===== config.mk =====
export PLATFORM = sky130hd
export DESIGN_NAME = imem_loader
export DESIGN_NICKNAME = d
export VERILOG_FILES = /design/src/rtl/loader_pkg.sv /design/src/rtl/imem_loader_byte_packer.sv /design/src/rtl/imem_loader.sv
export SDC_FILE = /design/constraint.sdc
export NUM_CORES = 1
export LEC_CHECK = 0
export BUFFER_PORTS_ARGS = -buffer_cell sky130_fd_sc_hd__clkbuf_2
export CAP_MARGIN = 10
export CORE_MARGIN = 3
export CORE_UTILIZATION = 53
export DETAILED_ROUTE_END_ITERATION = 16
export GPL_ROUTABILITY_DRIVEN = 1
export PLACE_DENSITY = 0.78
export SYNTH_ARGS = -nofsm -noshare
export SYNTH_HDL_FRONTEND = slang
export SYNTH_SLANG_ARGS = --single-unit

===== constraint.sdc =====
create_clock -name clk -period 6.15 [get_ports clk]
set_input_delay 1.23 -clock clk [delete_from_list [all_inputs] [get_ports clk]]
set_output_delay 1.23 -clock clk [all_outputs]
set_load 0.005 [all_outputs]

===== src/rtl/loader_pkg.sv =====
// Shared definitions for the instruction-memory loader: word width and
// the loader state encoding.
package loader_pkg;

  localparam int WORD_W = 32;

  typedef enum logic [2:0] {
    ST_IDLE  = 3'd0,
    ST_LEN   = 3'd1,
    ST_DATA  = 3'd2,
    ST_WRITE = 3'd3,
    ST_CSUM  = 3'd4,
    ST_DONE  = 3'd5,
    ST_ERR   = 3'd6
  } state_t;

endpackage


===== src/rtl/imem_loader_byte_packer.sv =====
// byte_packer: 4-byte MSB-first shift register. The assembled word and the
// word_valid pulse are presented in the same cycle the 4th byte is taken, so
// the owner can act on the word at that very clock edge.
module byte_packer
  import loader_pkg::*;
(
  input  logic              clk,
  input  logic              rst,
  input  logic              clear,
  input  logic              take,
  input  logic [7:0]        byte_in,
  output logic [WORD_W-1:0] word,
  output logic              word_valid,
  output logic [1:0]        count
);

  logic [23:0] shift;

  // Shift accepted bytes in and count them; the counter wraps after byte 4.
  always_ff @(posedge clk or posedge rst) begin
    if (rst) begin
      shift <= '0;
      count <= '0;
    end else if (clear) begin
      shift <= '0;
      count <= '0;
    end else if (take) begin
      shift <= {shift[15:0], byte_in};
      count <= count + 2'd1;
    end
  end

  assign word       = {shift, byte_in};
  assign word_valid = take && (count == 2'd3);

endmodule


===== src/rtl/imem_loader.sv =====
// imem_loader: assembles a big-endian byte stream (4-byte length N followed
// by N data words) into instruction-memory writes at consecutive addresses,
// holding the CPU in reset until the image is complete.
// Optional checksum trailer byte enabled by IMEM_LOADER_CHECKSUM_EN.
//
// Byte handshake: a byte is taken on a rising edge where byte_valid and
// byte_ready are both high; byte_ready is registered and nothing is buffered
// while it is low.
module imem_loader
  import loader_pkg::*;
#(
  parameter logic [31:0] BASE_ADDR    = 32'h0000_0000,
  parameter int          ADDR_STEP    = 1,
  parameter int          MAX_WORDS    = 256,
  parameter int          WRITE_CYCLES = 1
) (
  input  logic        clk,
  input  logic        rst,
  input  logic        start,
  input  logic [7:0]  byte_in,
  input  logic        byte_valid,
  output logic        byte_ready,
  output logic [31:0] add,
  output logic [31:0] data,
  output logic        write,
  output logic        busy,
  output logic        done,
  output logic        err,
  output logic        cpu_hold,
  output logic [15:0] words_written
);

  localparam bit STEP_POW2  = (ADDR_STEP > 0) && ((ADDR_STEP & (ADDR_STEP - 1)) == 0);
  localparam int STEP_SHIFT = $clog2(ADDR_STEP);

  state_t            state;
  logic [31:0]       n_words;
  logic [31:0]       idx;
  logic [3:0]        wcnt;
  logic              take;
  logic              clear;
  logic [WORD_W-1:0] word;
  logic              word_valid;
  logic [1:0]        byte_count;
  logic [31:0]       step_off;
  logic [31:0]       idx_next;
  logic              idle_like;

`ifdef IMEM_LOADER_CHECKSUM_EN
  logic [7:0] csum;
`endif

  assign idle_like = (state == ST_IDLE) || (state == ST_DONE) || (state == ST_ERR);
  assign clear     = idle_like && start;
  assign take      = byte_valid && byte_ready && ((state == ST_LEN) || (state == ST_DATA));
  assign idx_next  = idx + 32'd1;
  // Power-of-two steps reduce to a shift; other steps use a constant multiply.
  assign step_off  = STEP_POW2 ? (idx << STEP_SHIFT) : (idx * 32'(ADDR_STEP));

  byte_packer u_packer (
    .clk        (clk),
    .rst        (rst),
    .clear      (clear),
    .take       (take),
    .byte_in    (byte_in),
    .word       (word),
    .word_valid (word_valid),
    .count      (byte_count)
  );

  // Loader FSM with all outputs registered.
  always_ff @(posedge clk or posedge rst) begin
    if (rst) begin
      state         <= ST_IDLE;
      add           <= '0;
      data          <= '0;
      write         <= 1'b0;
      byte_ready    <= 1'b0;
      busy          <= 1'b0;
      done          <= 1'b0;
      err           <= 1'b0;
      cpu_hold      <= 1'b1;
      words_written <= '0;
      n_words       <= '0;
      idx           <= '0;
      wcnt          <= '0;
`ifdef IMEM_LOADER_CHECKSUM_EN
      csum          <= '0;
`endif
    end else begin
`ifdef IMEM_LOADER_CHECKSUM_EN
      if (take) csum <= csum ^ byte_in;
`endif
      case (state)
        ST_IDLE, ST_DONE, ST_ERR: begin
          if (start) begin
            state         <= ST_LEN;
            byte_ready    <= 1'b1;
            busy          <= 1'b1;
            done          <= 1'b0;
            err           <= 1'b0;
            cpu_hold      <= 1'b1;
            words_written <= '0;
            idx           <= '0;
`ifdef IMEM_LOADER_CHECKSUM_EN
            csum          <= '0;
`endif
          end
        end
        ST_LEN: begin
          if (word_valid) begin
            n_words <= word;
            if (word == 32'd0) begin
`ifdef IMEM_LOADER_CHECKSUM_EN
              state      <= ST_CSUM;
`else
              state      <= ST_DONE;
              byte_ready <= 1'b0;
              busy       <= 1'b0;
              done       <= 1'b1;
              cpu_hold   <= 1'b0;
`endif
            end else if (word > 32'(MAX_WORDS)) begin
              state      <= ST_ERR;
              byte_ready <= 1'b0;
              busy       <= 1'b0;
              err        <= 1'b1;
            end else begin
              state <= ST_DATA;
            end
          end
        end
        ST_DATA: begin
          if (word_valid) begin
            data       <= word;
            add        <= BASE_ADDR + step_off;
            write      <= 1'b1;
            wcnt       <= '0;
            byte_ready <= 1'b0;
            state      <= ST_WRITE;
          end
        end
        ST_WRITE: begin
          if (wcnt == 4'(WRITE_CYCLES - 1)) begin
            write         <= 1'b0;
            idx           <= idx_next;
            words_written <= words_written + 16'd1;
            if (idx_next == n_words) begin
`ifdef IMEM_LOADER_CHECKSUM_EN
              state      <= ST_CSUM;
              byte_ready <= 1'b1;
`else
              state      <= ST_DONE;
              busy       <= 1'b0;
              done       <= 1'b1;
              cpu_hold   <= 1'b0;
`endif
            end else begin
              state      <= ST_DATA;
              byte_ready <= 1'b1;
            end
          end else begin
            wcnt <= wcnt + 4'd1;
          end
        end
`ifdef IMEM_LOADER_CHECKSUM_EN
        ST_CSUM: begin
          if (byte_valid && byte_ready) begin
            byte_ready <= 1'b0;
            busy       <= 1'b0;
            if (byte_in == csum) begin
              state    <= ST_DONE;
              done     <= 1'b1;
              cpu_hold <= 1'b0;
            end else begin
              state <= ST_ERR;
              err   <= 1'b1;
            end
          end
        end
`endif
        default: begin
          state      <= ST_IDLE;
          byte_ready <= 1'b0;
          busy       <= 1'b0;
          write      <= 1'b0;
        end
      endcase
    end
  end

endmodule


**After elaboration in Yosys (flattened, before gate mapping)**

Cells that the tools add are included.

- Add/subtract/negate cells: 4
- Order comparisons: 1
- Eq/ne operators: 18
- Mux-type cells: 48
- Bitwise logic cells: 2
- Reduce and logical (&&, ||, !) cells: 27

Operators by type and width:

| operator | number |
|---|---|
| $mux 32 | 2 |
| $pmux 32 s2 | 1 |
| $mux 24 | 2 |
| $add 32x1->32 const B | 1 |
| $eq 32x32->1 | 1 |
| $gt 32x9->1 const B | 1 |
| $logic_not 32->1 | 1 |
| $mux 16 | 2 |
| $pmux 16 s2 | 1 |
| $mux 1 | 21 |
| $mux 3 | 7 |
| $reduce_and 6->1 | 3 |
| $add 16x1->16 const B | 1 |
| $ne 2x2->1 const B | 6 |
| $pmux 3 s4 | 1 |
| $pmux 1 s3 | 3 |
| $reduce_and 3->1 | 3 |
| $mux 4 | 2 |
| $ne 2x1->1 const B | 4 |
| $pmux 1 s4 | 2 |
| $pmux 4 s2 | 1 |
| $reduce_bool 2->1 | 4 |
| $eq 3x2->1 const B | 2 |
| $eq 3x3->1 const B | 2 |
| 18 further kinds | 26 |

- Bits in registers: 183
- Output and inout port bits: 86

**Longest topological paths before layout**

- Depth in word-level cells: 6
- Depth in mapped cells: 11
- Mapped depth without buffers: 9

**Cells and area by module**

From an unflattened synthesis, not the netlist that was laid out.

- Cell total of the unflattened synthesis: 870
- Area, all modules: 9,180.1 um^2

Modules (own cells, without submodules):

| module | times used | cells each | area an instance (um^2) | seq. area each (um^2) |
|---|---|---|---|---|
| imem_loader | 1 | 775 | 8,021.4 | 3,930.0 |
| byte_packer | 1 | 95 | 1,158.6 | 650.6 |

**Worst setup path after synthesis**

OpenSTA, ideal clock, no wires.

- Path type: input to register
- From: input port byte_valid
- To: register data[23]
- Data arrival time: 2.903 ns
- Required time: 6.025 ns
- Setup slack: 3.122 ns
- Stages on the path: 8
- Path buffers: 4
- Path through: and4b_1 > buf_2 > and2_1 > clkbuf_1 > nand2b_1 > clkbuf_1 > buf_1 > mux2_2

- Cells in the longest elaborated chain, start to end: 4

Ends and longest elaborated chain:

| what | line | source |
|---|---|---|
| start, declared | imem_loader.sv:21 | `input logic byte_valid,` |
| $logic_and 1x1->1 (2 in a row) | imem_loader.sv:55 | `assign take = byte_valid && byte_ready && ((state == ST_LEN) \|\| (state == ST_DATA));` |
| $logic_and 1x1->1 | imem_loader_byte_packer.sv:34 | `assign word_valid = take && (count == 2'd3);` |
| $reduce_and 2->1 (no source line) | - |  |
| end signal, assigned | imem_loader.sv:135 | `data <= word;` |
| end, declared | imem_loader.sv:24 | `output logic [31:0] data,` |

No other way between the ends.
A chain may end at the register's enable or synchronous reset.

**Worst setup path in the final report**

- From: register state[1]
- To: register data[4]

- Cells in the longest elaborated chain, start to end: 5
- Elaborated cells between the ends (all ways): 6

Ends and longest elaborated chain:

| what | line | source |
|---|---|---|
| start, declared | imem_loader.sv:36 | `state_t state;` |
| start signal, assigned | imem_loader.sv:74 | `state <= ST_IDLE;` |
| start signal, assigned | imem_loader.sv:97 | `state <= ST_LEN;` |
| start signal, assigned | imem_loader.sv:117 | `state <= ST_DONE;` |
| $eq 3x1->1 / $eq 3x2->1 (equally long branches) | imem_loader.sv:55, imem_loader.sv:94 |  |
| $logic_or 1x1->1 | imem_loader.sv:55 |  |
| $logic_and 1x1->1 | imem_loader.sv:55 |  |
| $logic_and 1x1->1 | imem_loader_byte_packer.sv:34 |  |
| $reduce_and 2->1 (no source line) (*) | - |  |

Every way passes the cells marked *; elsewhere a longest branch is shown, timed or not.

==> results.sh <==
export IMPL_outcome="completed"
export IMPL_cp_buffers_inverters=2
export IMPL_port_buffers=97
export IMPL_gr_total_overflow=0
export IMPL_rsz0062_at_grt="no"
export IMPL_min_period_over_period_pct=58.2
export IMPL_vias=7013
export IMPL_firstDrtPassIters=6
export IMPL_synth_fa_ha_area_share_pct=0.687
export IMPL_skew_ns=0.0105
export IMPL_async_flop_share_pct=100
export IMPL_dieArea_sq_mm=0.0188
export IMPL_synth_top_family_by_area="simple AND/OR/NAND/NOR gates"
export IMPL_max_stage_delay_ns=0.81
export IMPL_cts_buffer_depth=2
export IMPL_die_width_um=137
export IMPL_p_leak_uw=0.00487
export IMPL_synth_simple_area_share_pct=16.7
export IMPL_core_area_sq_mm=0.0167
export IMPL_wl_per_cell_um=17.9
export IMPL_grtUsageMet1_pct=33.3
export IMPL_area_delta_synth_final_pct=12.9
export IMPL_ant_nets=0
export IMPL_drtIter0Drc=676
export IMPL_ios=98
export IMPL_crit_type="reg2reg"
export IMPL_cts_tree="yes"
export IMPL_cts_resized=0
export IMPL_cts_buffers_inserted=17
export IMPL_synth_cell_type_count=66
export IMPL_via_per_inst=5.94
export IMPL_synthMuxAreaShare_pct=12.5
export IMPL_worstPathArrival_ns=3.90
export IMPL_finalSetupViolations=0
export IMPL_drv_cap=0
export IMPL_num_rows=47
export IMPL_drc=0
export IMPL_cp_required_ns=6.47
export IMPL_cts_root_buf="clkbuf_16"
export IMPL_use_met3_pct=4.34
export IMPL_synth_xor_xnor_area_share_pct=6.35
export IMPL_cp_common_cell="buf_4"
export IMPL_ctsHtreeMaxLevel=4
export IMPL_slowest_stage="dfrtp_1"
export IMPL_synthFlopType="dfrtp_1"
export IMPL_pre_cts_slack_ns=2.32
export IMPL_ys_warn_count=0
export IMPL_netlist_area_sq_mm=0.00910
export IMPL_routed_wl_um=21100
export IMPL_hold_path_class="reg2reg"
export IMPL_slew_viol_final=0
export IMPL_cts_hold_buf=0
export IMPL_setup_ws_ns=2.57
export IMPL_cp_end_kind="flip-flop"
export IMPL_numClockSinks=183
export IMPL_fin_crit_ns=3.58
export IMPL_hold_slack_ns=0.495
export IMPL_track_usage_pct=23.4
export IMPL_tightest_slew_ns=1.05
export IMPL_dp_hpwl_um=14400
export IMPL_antenna_found_initial=0
export IMPL_path_cells="xor2_1 > and4b_1 > buf_4 > and2_1 > nor2b_4 > buf_4 > mux2_2"
export IMPL_grt_pass1_wl_um=34800
export IMPL_start_kind="flip-flop"
export IMPL_layout_drive_gt1_share_pct=25.8
export IMPL_nets=965
export IMPL_final_area_sq_mm=0.0103
export IMPL_vdd_ir_drop_max_v=0.000202
export IMPL_critPathMaxFanout=31
export IMPL_finalHoldViolCount=0
export IMPL_synth_top_area_share_pct=50.0
export IMPL_postLayoutCoreUtil_pct=61.5
export IMPL_ys_ff_latch=183
export IMPL_synth_area_per_cell_sq_um=10.3
export IMPL_n_antenna_cell=0
export IMPL_max_slew_margin_pct=30.3
export IMPL_clk_pin_slew_worst_paths_ns=0.07
export IMPL_grt_max_degree=184
export IMPL_cp_top_family="simple AND/OR/NAND/NOR gates"
export IMPL_met2_usage_pct=35.3
export IMPL_synth_net_count=900
export IMPL_clock_fmax_mhz=279
export IMPL_netlist_top_cells_area="dfrtp_1 50%, mux2_2 12%, o21ai_0 4.6%, nand2_1 4.5%, xnor2_1 3.5%"
export IMPL_postCtsSetupRepairBufs=0
export IMPL_start_util_pct=54.5
export IMPL_first_global_vias=6702
export IMPL_die_y_um=137
export IMPL_synth_edf_count=0
export IMPL_powerDensity_mw_per_mm2=226
export IMPL_routabilityCongestion=0.930
export IMPL_clkLatencyLatePin_ns=0.44
export IMPL_ys_seq_area_share_pct=50.3
export IMPL_grt_busiest_layer="met2"
export IMPL_syn_inst=883
export IMPL_placed_cell_area_sq_mm=0.00968
export IMPL_setup_tns_ns=0
export IMPL_yosysTopAreaCell="dfrtp_1"
export IMPL_synth_compound_area_share_pct=10.1
-- Yosys cell counts, drive strengths merged, types with 2 or more instances --
master	count
a2111oi	2
a211o	2
a21o	2
a21oi	19
a22o	2
a2bb2oi	3
a31oi	5
and2	8
and3	6
and4	7
buf	26
clkbuf	34
dfrtp	182
ha	5
inv	8
mux2	95
mux2i	5
nand2	110
nand2b	7
nand3	25
nand4	25
nor2	64
nor2b	10
nor3	9
nor4	21
nor4b	2
o211ai	2
o21ai	84
o22ai	3
o311ai	2
o31a	2
o31ai	13
o41ai	3
or2	2
or3	5
xnor2	36
xor2	30
-- per-layer routing --
metal	wire [um]	part of all wire, %
met1	9560	45
met2	9680	46
met3	1320	6.3
met4	563	2.7
met5	0	0
-- flip-flops by register name, indices dropped and copies added (netlist names), 2 cells and up --
name / count
u_packer.count: 2
idx: 32
state: 3
words_written: 16
u_packer.shift: 24
data: 32
add: 32
wcnt: 4
n_words: 32
-- cell usage in the layout, fill, tap and decap left out, types with 3 or more instances in the layout --
master and instances:
o41ai_1 3, nand2b_1 7, and3_1 6, a21oi_1 18
nor4_1 19, o31ai_1 13, mux2i_1 5, buf_4 7
nor3_1 8, and2_1 7, inv_6 5, mux2_2 95
nand4_1 25, xor2_1 30, ha_1 5, dfrtp_1 182
nand3_1 24, inv_1 6, xnor2_1 36, nand2_1 110
clkbuf_2 97, or3_1 5, inv_8 4, nor2b_1 9
and4_1 6, o22ai_1 3, nor2_1 64, a31oi_1 5
o21ai_0 83, clkbuf_16 17
-- power by group --
part | total [uW] | internal (uW) | switching, uW | leakage (uW)
Sequential | 1200 | 1200 | 0.0218 | 0.00237
Clock | 1080 | 577 | 506 | 0.000287
Combinational | 32.3 | 4.49 | 27.8 | 0.00222
-- worst paths after layout --
check	to	cells after the start	slack [ns]	start
setup / recovery	data[4]$_DFFE_PP0P_	7	2.57	state[1]$_DFFE_PP0P_
hold / removal	cpu_hold$_DFFE_PP1P_	2	0.49	cpu_hold$_DFFE_PP1P_
setup reg to reg	data[4]$_DFFE_PP0P_	7	2.57	state[1]$_DFFE_PP0P_
hold reg to reg	cpu_hold$_DFFE_PP1P_	2	0.49	cpu_hold$_DFFE_PP1P_
max in group asynchronous	add[4]$_DFFE_PP0P_	3	4.38	rst
min in group asynchronous	add[9]$_DFFE_PP0P_	3	0.98	rst
-- stage by stage --
| step | total power [uW] | cells |
|---|---|---|
| after floorplan | 1240 | 883 |
| after global placement | 1260 | 1148 |
| after detailed placement | 1260 | 1148 |
| after CTS | 2340 | 1180 |
| after global routing | 2390 | 1181 |
| final | 2320 | 1181 |
-- kinds of logic after synthesis --
| kind of cell | after synthesis |
|---|---|
| flip-flops | 183 |
| buffers and inverters | 68 |
| adder cells (fa/ha/maj) | 5 |
| XOR/XNOR | 66 |
| AO/OA/AOI/OAI | 153 |
| multiplexers | 101 |
| AND/OR/NAND/NOR | 307 |
-- tightest hold or removal path, stage by stage, from the launching register on --
cell and delay, ns:
dfstp_2 0.38, nand2_1 0.06, o21ai_1 0.06
-- area by class of cell --
type / instances / area [sq um]
Inverter: 8 / 33.8
Fill cell: 1396 / 6420
Clock buffer: 18 / 429
Timing Repair Buffer: 106 / 573
Tap cell: 220 / 275
Sequential cell: 183 / 4580
Multi-Input combinational cell: 632 / 4230
Clock inverter: 14 / 153
(Power assumes the default switching activity.)
